**src/rtl/rf_pkg.sv**
```systemverilog
// rtl/rf_pkg.sv - shared constants and requester encoding for the register file writeback path
package rf_pkg;
  localparam int XLEN   = 32;
  localparam int NREG   = 32;
  localparam int RIDX_W = 5;

  typedef enum logic {
    REQ_ALU = 1'b0,
    REQ_LSU = 1'b1
  } req_e;
endpackage

```
**src/rtl/wb_arb2.sv**
```systemverilog
// rtl/wb_arb2.sv - two-requester writeback arbiter, one-hot grant (bit0 ALU, bit1 LSU)
// WB_RR_EN selects round-robin on contention; otherwise LSU has fixed priority.
module wb_arb2
  import rf_pkg::*;
(
`ifdef WB_RR_EN
  input  logic       clk,
  input  logic       rst,
`endif
  input  logic       i_en,
  input  logic       i_alu_valid,
  input  logic       i_lsu_valid,
  output logic [1:0] o_gnt
);

  localparam logic [1:0] GNT_ALU = 2'b01;
  localparam logic [1:0] GNT_LSU = 2'b10;

  logic w_contend;
  assign w_contend = i_en && i_alu_valid && i_lsu_valid;

`ifdef WB_RR_EN
  req_e r_ptr;

  // Pointer only moves on contested grants, toward the loser.
  always_ff @(posedge clk or posedge rst) begin
    if (rst) begin
      r_ptr <= REQ_ALU;
    end else if (w_contend) begin
      r_ptr <= (r_ptr == REQ_ALU) ? REQ_LSU : REQ_ALU;
    end
  end

  always_comb begin
    o_gnt = 2'b00;
    if (w_contend) begin
      o_gnt = (r_ptr == REQ_ALU) ? GNT_ALU : GNT_LSU;
    end else if (i_en && i_alu_valid) begin
      o_gnt = GNT_ALU;
    end else if (i_en && i_lsu_valid) begin
      o_gnt = GNT_LSU;
    end
  end
`else
  always_comb begin
    o_gnt = 2'b00;
    if (w_contend) begin
      o_gnt = GNT_LSU;
    end else if (i_en && i_alu_valid) begin
      o_gnt = GNT_ALU;
    end else if (i_en && i_lsu_valid) begin
      o_gnt = GNT_LSU;
    end
  end
`endif

endmodule

```
**src/rtl/rf_wb_arbiter.sv**
```systemverilog
// rtl/rf_wb_arbiter.sv - register file write-port arbiter with RAW/WAW hazard scoreboard
// Contention policy depends on WB_RR_EN (see wb_arb2).
module rf_wb_arbiter
  import rf_pkg::*;
#(
  parameter int XLEN = rf_pkg::XLEN,
  parameter int NREG = rf_pkg::NREG
) (
  input  logic              clk,
  input  logic              rst,
  input  logic              iss_valid,
  input  logic [RIDX_W-1:0] iss_rs1,
  input  logic [RIDX_W-1:0] iss_rs2,
  input  logic [RIDX_W-1:0] iss_rd,
  output logic              iss_stall,
  input  logic              alu_valid,
  input  logic [RIDX_W-1:0] alu_rd,
  input  logic [XLEN-1:0]   alu_wd,
  output logic              alu_ready,
  input  logic              lsu_valid,
  input  logic [RIDX_W-1:0] lsu_rd,
  input  logic [XLEN-1:0]   lsu_wd,
  output logic              lsu_ready,
  output logic [RIDX_W-1:0] rf_wa,
  output logic [XLEN-1:0]   rf_wd,
  output logic              rf_we,
  output logic [NREG-1:0]   busy,
  output logic              err_spurious
);

  logic [NREG-1:0]   r_busy;
  logic              r_we;
  logic [RIDX_W-1:0] r_wa;
  logic [XLEN-1:0]   r_wd;
  logic              r_err;

  logic [NREG-1:0]   w_eff_busy;
  logic [NREG-1:0]   w_busy_nxt;
  logic [1:0]        w_gnt;
  logic              w_accept;
  logic              w_write;
  logic [RIDX_W-1:0] w_g_rd;
  logic [XLEN-1:0]   w_g_wd;

  // A write landing this cycle no longer blocks readers of that register.
  always_comb begin
    w_eff_busy = r_busy;
    if (r_we) begin
      w_eff_busy[r_wa] = 1'b0;
    end
  end

  assign iss_stall = iss_valid &&
                     (w_eff_busy[iss_rs1] || w_eff_busy[iss_rs2] || w_eff_busy[iss_rd]);
  assign w_accept  = iss_valid && !iss_stall;

  wb_arb2 u_arb (
`ifdef WB_RR_EN
    .clk         (clk),
    .rst         (rst),
`endif
    .i_en        (!rst),
    .i_alu_valid (alu_valid),
    .i_lsu_valid (lsu_valid),
    .o_gnt       (w_gnt)
  );

  assign alu_ready = w_gnt[0];
  assign lsu_ready = w_gnt[1];
  assign w_g_rd    = w_gnt[1] ? lsu_rd : alu_rd;
  assign w_g_wd    = w_gnt[1] ? lsu_wd : alu_wd;
  assign w_write   = (|w_gnt) && (w_g_rd != '0);

  // Clear for the landing write first so a same-edge issue to that rd re-marks it busy.
  always_comb begin
    w_busy_nxt = r_busy;
    if (r_we) begin
      w_busy_nxt[r_wa] = 1'b0;
    end
    if (w_accept && (iss_rd != '0)) begin
      w_busy_nxt[iss_rd] = 1'b1;
    end
    w_busy_nxt[0] = 1'b0;
  end

  always_ff @(posedge clk or posedge rst) begin
    if (rst) begin
      r_busy <= '0;
      r_we   <= 1'b0;
      r_wa   <= '0;
      r_wd   <= '0;
      r_err  <= 1'b0;
    end else begin
      r_busy <= w_busy_nxt;
      r_we   <= w_write;
      if (w_write) begin
        r_wa <= w_g_rd;
        r_wd <= w_g_wd;
        if (!r_busy[w_g_rd]) begin
          r_err <= 1'b1;
        end
      end
    end
  end

  assign rf_we        = r_we;
  assign rf_wa        = r_wa;
  assign rf_wd        = r_wd;
  assign busy         = r_busy;
  assign err_spurious = r_err;

endmodule

```
**config.mk**
```make
export PLATFORM = sky130hd
export DESIGN_NAME = rf_wb_arbiter
export DESIGN_NICKNAME = d
export VERILOG_FILES = /design/src/rtl/rf_pkg.sv /design/src/rtl/wb_arb2.sv /design/src/rtl/rf_wb_arbiter.sv
export SDC_FILE = /design/constraint.sdc
export NUM_CORES = 1
export LEC_CHECK = 0
export ABC_AREA = 1
export BUFFER_PORTS_ARGS = -buffer_cell sky130_fd_sc_hd__buf_4
export CAP_MARGIN = 30
export CORE_MARGIN = 4
export CORE_UTILIZATION = 45
export CTS_CLUSTER_DIAMETER = 200
export DETAILED_ROUTE_END_ITERATION = 10
export PLACE_DENSITY = 0.84
export SYNTH_ARGS = -nofsm -noshare
export SYNTH_HDL_FRONTEND = slang
export SYNTH_SLANG_ARGS = --single-unit
```
**constraint.sdc**
```tcl
create_clock -name clk -period 3.2 [get_ports clk]
set_input_delay 0.48 -clock clk [delete_from_list [all_inputs] [get_ports clk]]
set_output_delay 0.48 -clock clk [all_outputs]
set_load 0.005 [all_outputs]
```
Word-level counts from Yosys, hierarchy flattened
Cells that the tools add are included.

Output and inout bits: 74. Bits in registers: 70. Input port bits: 94.

Order comparisons: 7. Bitwise gates (word level): 4. Reductions and logical operators: 17. Multiplexer cells: 19.

Operator list (number): two-way mux 32 bit (3); bitwise AND 32 bit (1); inverter 32 bit (1); bitwise OR 32 bit (1); < comparator 5 x 6 -> 1 bit (second input constant) (5); binary-select mux 1 bit (select 5 bit) (4); demux 1 bit (select 5 bit) (2); >= comparator 5 x 1 -> 1 bit (second input constant) (2); nonzero test 5 bit (2); logical AND 1 bit (9); two-way mux 1 bit (6); two-way mux 2 bit (3); two-way mux 5 bit (1); zero test 1 bit (2); logical OR 1 bit (2); AND reduction 2 bit (1); OR reduction 2 bit (1); inverter 1 bit (1).

Depth between registers and ports, before layout
Depth after elaboration: 16. Depth in mapped cells: 17. Depth with buffers taken out: 15.

Hierarchy
From an unflattened synthesis, not the netlist that was laid out.

Cell total of the unflattened synthesis: 739. Area total of the unflattened synthesis: 4694.5 um^2.

By module, submodules not included: rf_wb_arbiter (area an instance 4677.0 um^2, times used 1, cells each 735); wb_arb2 (area an instance 17.5 um^2, times used 1, cells each 4).

Worst setup path before layout
OpenSTA, ideal clock, no wires.

Path kind: input-to-reg. Start point: input port rst. End point: register r_wd[11] (netlist: rf_wd[11]). Stages: 13. Arrival time: 2.856 ns. Setup time: 0.130 ns. Setup slack: 0.215 ns. Cell sequence: inv_2 > nand2_1 > buf_2 > o21ai_0 > inv_1 > nor2_1 > nand4_1 > nand2_1 > inv_2 > buf_2 > buf_2 > nor2_1 > a31oi_1.

Cells in the longest elaborated chain, start to end: 8. Elaborated cells on any way between the ends: 12.

RTL lines: start: declaration (RTL line rf_wb_arbiter.sv:10) `input logic rst,`; zero test 1 bit (no line) *; logical AND 1 bit (RTL line wb_arb2.sv:51) `end else if (i_en && i_lsu_valid) begin`; two-way mux 2 bit (RTL line wb_arb2.sv:51); two-way mux 2 bit (RTL line wb_arb2.sv:49) `end else if (i_en && i_alu_valid) begin`; two-way mux 2 bit * (RTL line wb_arb2.sv:47) `if (w_contend) begin`; two-way mux 5 bit (RTL line rf_wb_arbiter.sv:70) `assign w_g_rd = w_gnt[1] ? lsu_rd : alu_rd;`; nonzero test 5 bit (RTL line rf_wb_arbiter.sv:72) `assign w_write = (|w_gnt) && (w_g_rd != '0);`; logical AND 1 bit (RTL line rf_wb_arbiter.sv:72); end signal: assignment (RTL line rf_wb_arbiter.sv:98) `r_wd <= w_g_wd;`; end: declaration (RTL line rf_wb_arbiter.sv:34) `logic [XLEN-1:0] r_wd;`.

Mark *: on every way between the ends. The rest lies on a longest branch, timed or not. A chain may end at the register's enable or synchronous reset.

Worst setup path in the final report
Start point: register r_wa[2] (netlist: rf_wa[2]). End point: output port iss_stall.

Cells in the longest elaborated chain, start to end: 12. Elaborated cells on any way between the ends: 17.

RTL lines: start: declaration (RTL line rf_wb_arbiter.sv:33) `logic [RIDX_W-1:0] r_wa;`; start signal: assignment (RTL line rf_wb_arbiter.sv:97) `r_wa <= w_g_rd;`; < comparator 5 x 6 -> 1 bit (not written as such) or >= comparator 5 x 1 -> 1 bit (tied branches) (RTL line rf_wb_arbiter.sv:49) `w_eff_busy[r_wa] = 1'b0;`; logical AND 1 bit (not written as such) (RTL line rf_wb_arbiter.sv:49); two-way mux 1 bit (not written as such) (RTL line rf_wb_arbiter.sv:49); demux 1 bit (select 5 bit) * (RTL line rf_wb_arbiter.sv:49); inverter 32 bit (no line) *; bitwise AND 32 bit (no line) *; two-way mux 32 bit * (RTL line rf_wb_arbiter.sv:48) `if (r_we) begin`; binary-select mux 1 bit (select 5 bit) (RTL line rf_wb_arbiter.sv:54) `(w_eff_busy[iss_rs1] || w_eff_busy[iss_rs2] || w_eff_busy[iss_rd]);`; two-way mux 1 bit (not written as such) (RTL line rf_wb_arbiter.sv:54); logical OR 1 bit (RTL line rf_wb_arbiter.sv:54); logical OR 1 bit * (RTL line rf_wb_arbiter.sv:54); logical AND 1 bit * (RTL line rf_wb_arbiter.sv:53) `assign iss_stall = iss_valid &&`; end: declaration (RTL line rf_wb_arbiter.sv:15) `output logic iss_stall,`.

Mark *: on every way between the ends. The rest lies on a longest branch, timed or not. The select of a mux whose other input is x is not followed.

==> impl_metrics.yaml <==
clock_network:
  ctsHoldBuffers: 0
  post_cts_resized: 0
  clk_pin_slew_worst_paths_ns: 0.08
  cts_sinks: 70
  cts_buffer_depth: 2
  cts_tree: "yes"
  cts.htree.levels: 3
  clock_latency_ns: 0.36
  cts_made_buffers: 9
  postCtsSetupBuffers: 0
  cts_root_buf: "clkbuf_8"
sta:
  period_needed_ns: 3.06
  worst_slew_pin_slew_ns: 1.10
  hold_viol: 0
  slew_headroom: 0.268
  finalSetupViolCount: 0
  rsz0062_at_grt: "no"
  fin_crit_sh: 0.955
  worst_slack_ns: 0.144
  tns_ns: 0
  timing.fmax_ghz: 0.327
  slew_viol_final: 0
  holdWs_ns: 0.386
  fin_skew_ns: 0.0120
power_and_ir_drop:
  intPower_mw: 2.15
  switching_share: 0.441
  leakage_nw: 3.12
  power.total_mw: 3.84
  power_frac_comb: 0.432
  power_density_nw_per_um2: 610
  seqPwrFrac: 0.395
  vdd_drop_max_v: 0.000350
  switching_power_mw: 1.70
  p_clk_frac: 0.173
flow_run:
  cap_viol_max_count: 0
final_layout:
  layout.nets: 998
  final_area_um2: 6300
  final-instance-count-excl-fill: 1045
  area_growth_pct: 32.8
  diodes: 0
  drive_above_1_share: 0.233
  final_core_util: 0.613
placed_design:
  io_buffers: 166
  globalplace.congestion: 1.01
  dp_hpwl_mm: 14.5
  placed_cell_area_um2: 6120
  dp_cells: 1029
  dp_slack_ns: 0.492
critical_path:
  cp.required_ns: 2.72
  cpMostUsedCell: "nand3_1"
  critical_path_class: "reg -> out"
  r2r_start: "rf_wa[2]"
  cp_cell_sequence: "inv_1 > nand3_1 > inv_1 > nand2_1 > nand3_1 > nand2_1 > nor2_1 > nand3_1 > nor2_1 > nand3_1 > nor2_2 > a21boi_0 > buf_4"
  cp-start-kind: "flop"
  critPathMaxStageDelay_ns: 0.49
  regToRegSetupSlack_ns: 0.47
  r2r-end: "busy[9]"
  cp_data_arrival_time_ns: 2.58
  rr_worst_depth: 14
  crit_fanout: 10
  slowest_stage: "dfrtp_1"
  cp-end-kind: "primary output"
yosys:
  syn_inst: 747
  yosysTopAreaCell: "dfrtp_1"
  ys_types: 31
  syn_nets: 841
  synth_area_per_cell_um2: 6.35
  synthesis.area_um2: 4750
  synth_seq_cells: 70
  synth_top_area_frac: 0.369
  synth.area.top_cells: "dfrtp_1 (37%), nand2_1 (19%), nor2_1 (10%)"
  seq_area_frac_synth: 0.369
  yosys_warnings: 0
run_status:
  status: "finished, final reports clean"
global_routing:
  grt_max_degree: 71
  first_global_vias: 5192
  antenna_found_initial: 0
  overflow: 0
  track_usage: 0.298
  grt_pass1_wl_mm: 28.8
detailed_routing:
  vias_per_cell: 5.61
  wl_per_cell_um: 18.1
  ant_nets: 0
  first_pass_iters: 7
  drt_iter0_drc: 679
  drc: 0
  vias: 5867
  wirelength_mm: 18.9
floorplan:
  pin_count: 168
  core_um2: 10300
  die_area_um2: 12300
  die_h_um: 111
  dieWidth_um: 111
  start_util: 0.462
  rows: 37
worst_hold_path:
  min-delay-start: "alu_wd[13]"
  hp-class: "in -> reg"
  hold_depth: 3
  hold_end: "rf_wd[13]"
layout by cell type, fill, tap and decap left out, types with 2 or more instances in the layout:
cell type / count
clkbuf_8: 9
o221ai_1: 3
nor2_1: 127
nor3_1: 2
o211ai_1: 8
a21oi_1: 6
a31oi_1: 32
inv_2: 6
nand4_1: 32
o21ai_1: 13
nor2_2: 3
or2_2: 2
nand2_1: 242
clkinv_1: 3
buf_4: 181
o21ai_0: 25
nand3_1: 77
inv_1: 47
o22ai_1: 3
dfrtp_1: 70
clkinvlp_4: 4
cell type report:
class | instances | area [um2]
repair buffers | 181 | 1360
fillers | 984 | 3980
clock inverters | 6 | 47.5
flip-flops and latches | 70 | 1750
multi-input cells | 586 | 2640
well taps | 136 | 170
clock buffers | 10 | 128
inverters | 56 | 210
critical path, delay by kind of cell (launching register included):
kind            cells  cell delay [ns]
compound gates      1             0.09
simple gates        9             1.27
buf+inv             3             0.39
flops               1             0.49
synth_stat cells:
library cell	number
inv_1	49
buf_1	2
conb_1	1
a21boi_0	1
or2_2	2
clkinv_1	3
inv_2	4
nand4_1	32
nand3_2	1
nor2_4	1
a31oi_1	32
o211ai_1	8
a21oi_1	6
nand3_1	77
o21ai_1	13
o221ai_1	3
nor2_1	127
nor2_2	3
o21ai_0	26
buf_2	16
nand3b_1	1
nor3_1	2
mux2i_2	1
nand2_1	242
dfrtp_1	70
buf_4	1
o21bai_1	2
a21boi_1	1
clkbuf_1	16
o22ai_1	3
mux2i_1	1
registers in the layout, indices dropped and copies added, names as in the netlist:
register      count
rf_we             1
rf_wa             5
err_spurious      1
rf_wd            32
busy             31
logic make-up (layout without fill, tap and decap cells):
logic type             Yosys count  after routing  synth area share
flip-flops                      70             70             0.369
buffers and inverters           91            253            0.0770
multiplexers                     2              2           0.00501
other                            1              1          0.000790
AO/OA/AOI/OAI                   95             95             0.118
AND/OR/NAND/NOR                488            488             0.430
how the worst max path moves through the flow:
stage                     from           end  slack, ns
floorplan                  rst     rf_wd[11]       0.21
global placement    iss_rs1[0]     iss_stall       0.45
detailed placement         rst  err_spurious       0.49
CTS                   rf_wa[0]     iss_stall       0.12
global route          rf_wa[2]     iss_stall      0.006
finish                rf_wa[2]     iss_stall       0.14
metal layers:
metal / routed length (um) / GRT usage / part of all wire / vias to the layer above
met3: 2010 / 0.0628 / 0.11 / 57
met1: 7730 / 0.423 / 0.41 / 2669
met4: 639 / 0.108 / 0.034 / 0
met5: 0 / 0 / 0 / -
li1: - / - / - / 2776
met2: 8510 / 0.449 / 0.45 / 365
power by group through the flow:
stage / registers (mW) / clock network, mW / logic [mW]
floorplan: 1.39 / 0 / 0.794
global placement: 1.52 / 0 / 1.61
detailed placement: 1.51 / 0 / 1.62
CTS: 1.50 / 0.673 / 1.63
global route: 1.54 / 0.708 / 1.80
finish: 1.52 / 0.666 / 1.66
Note: power is estimated with default switching activity, not from simulation.
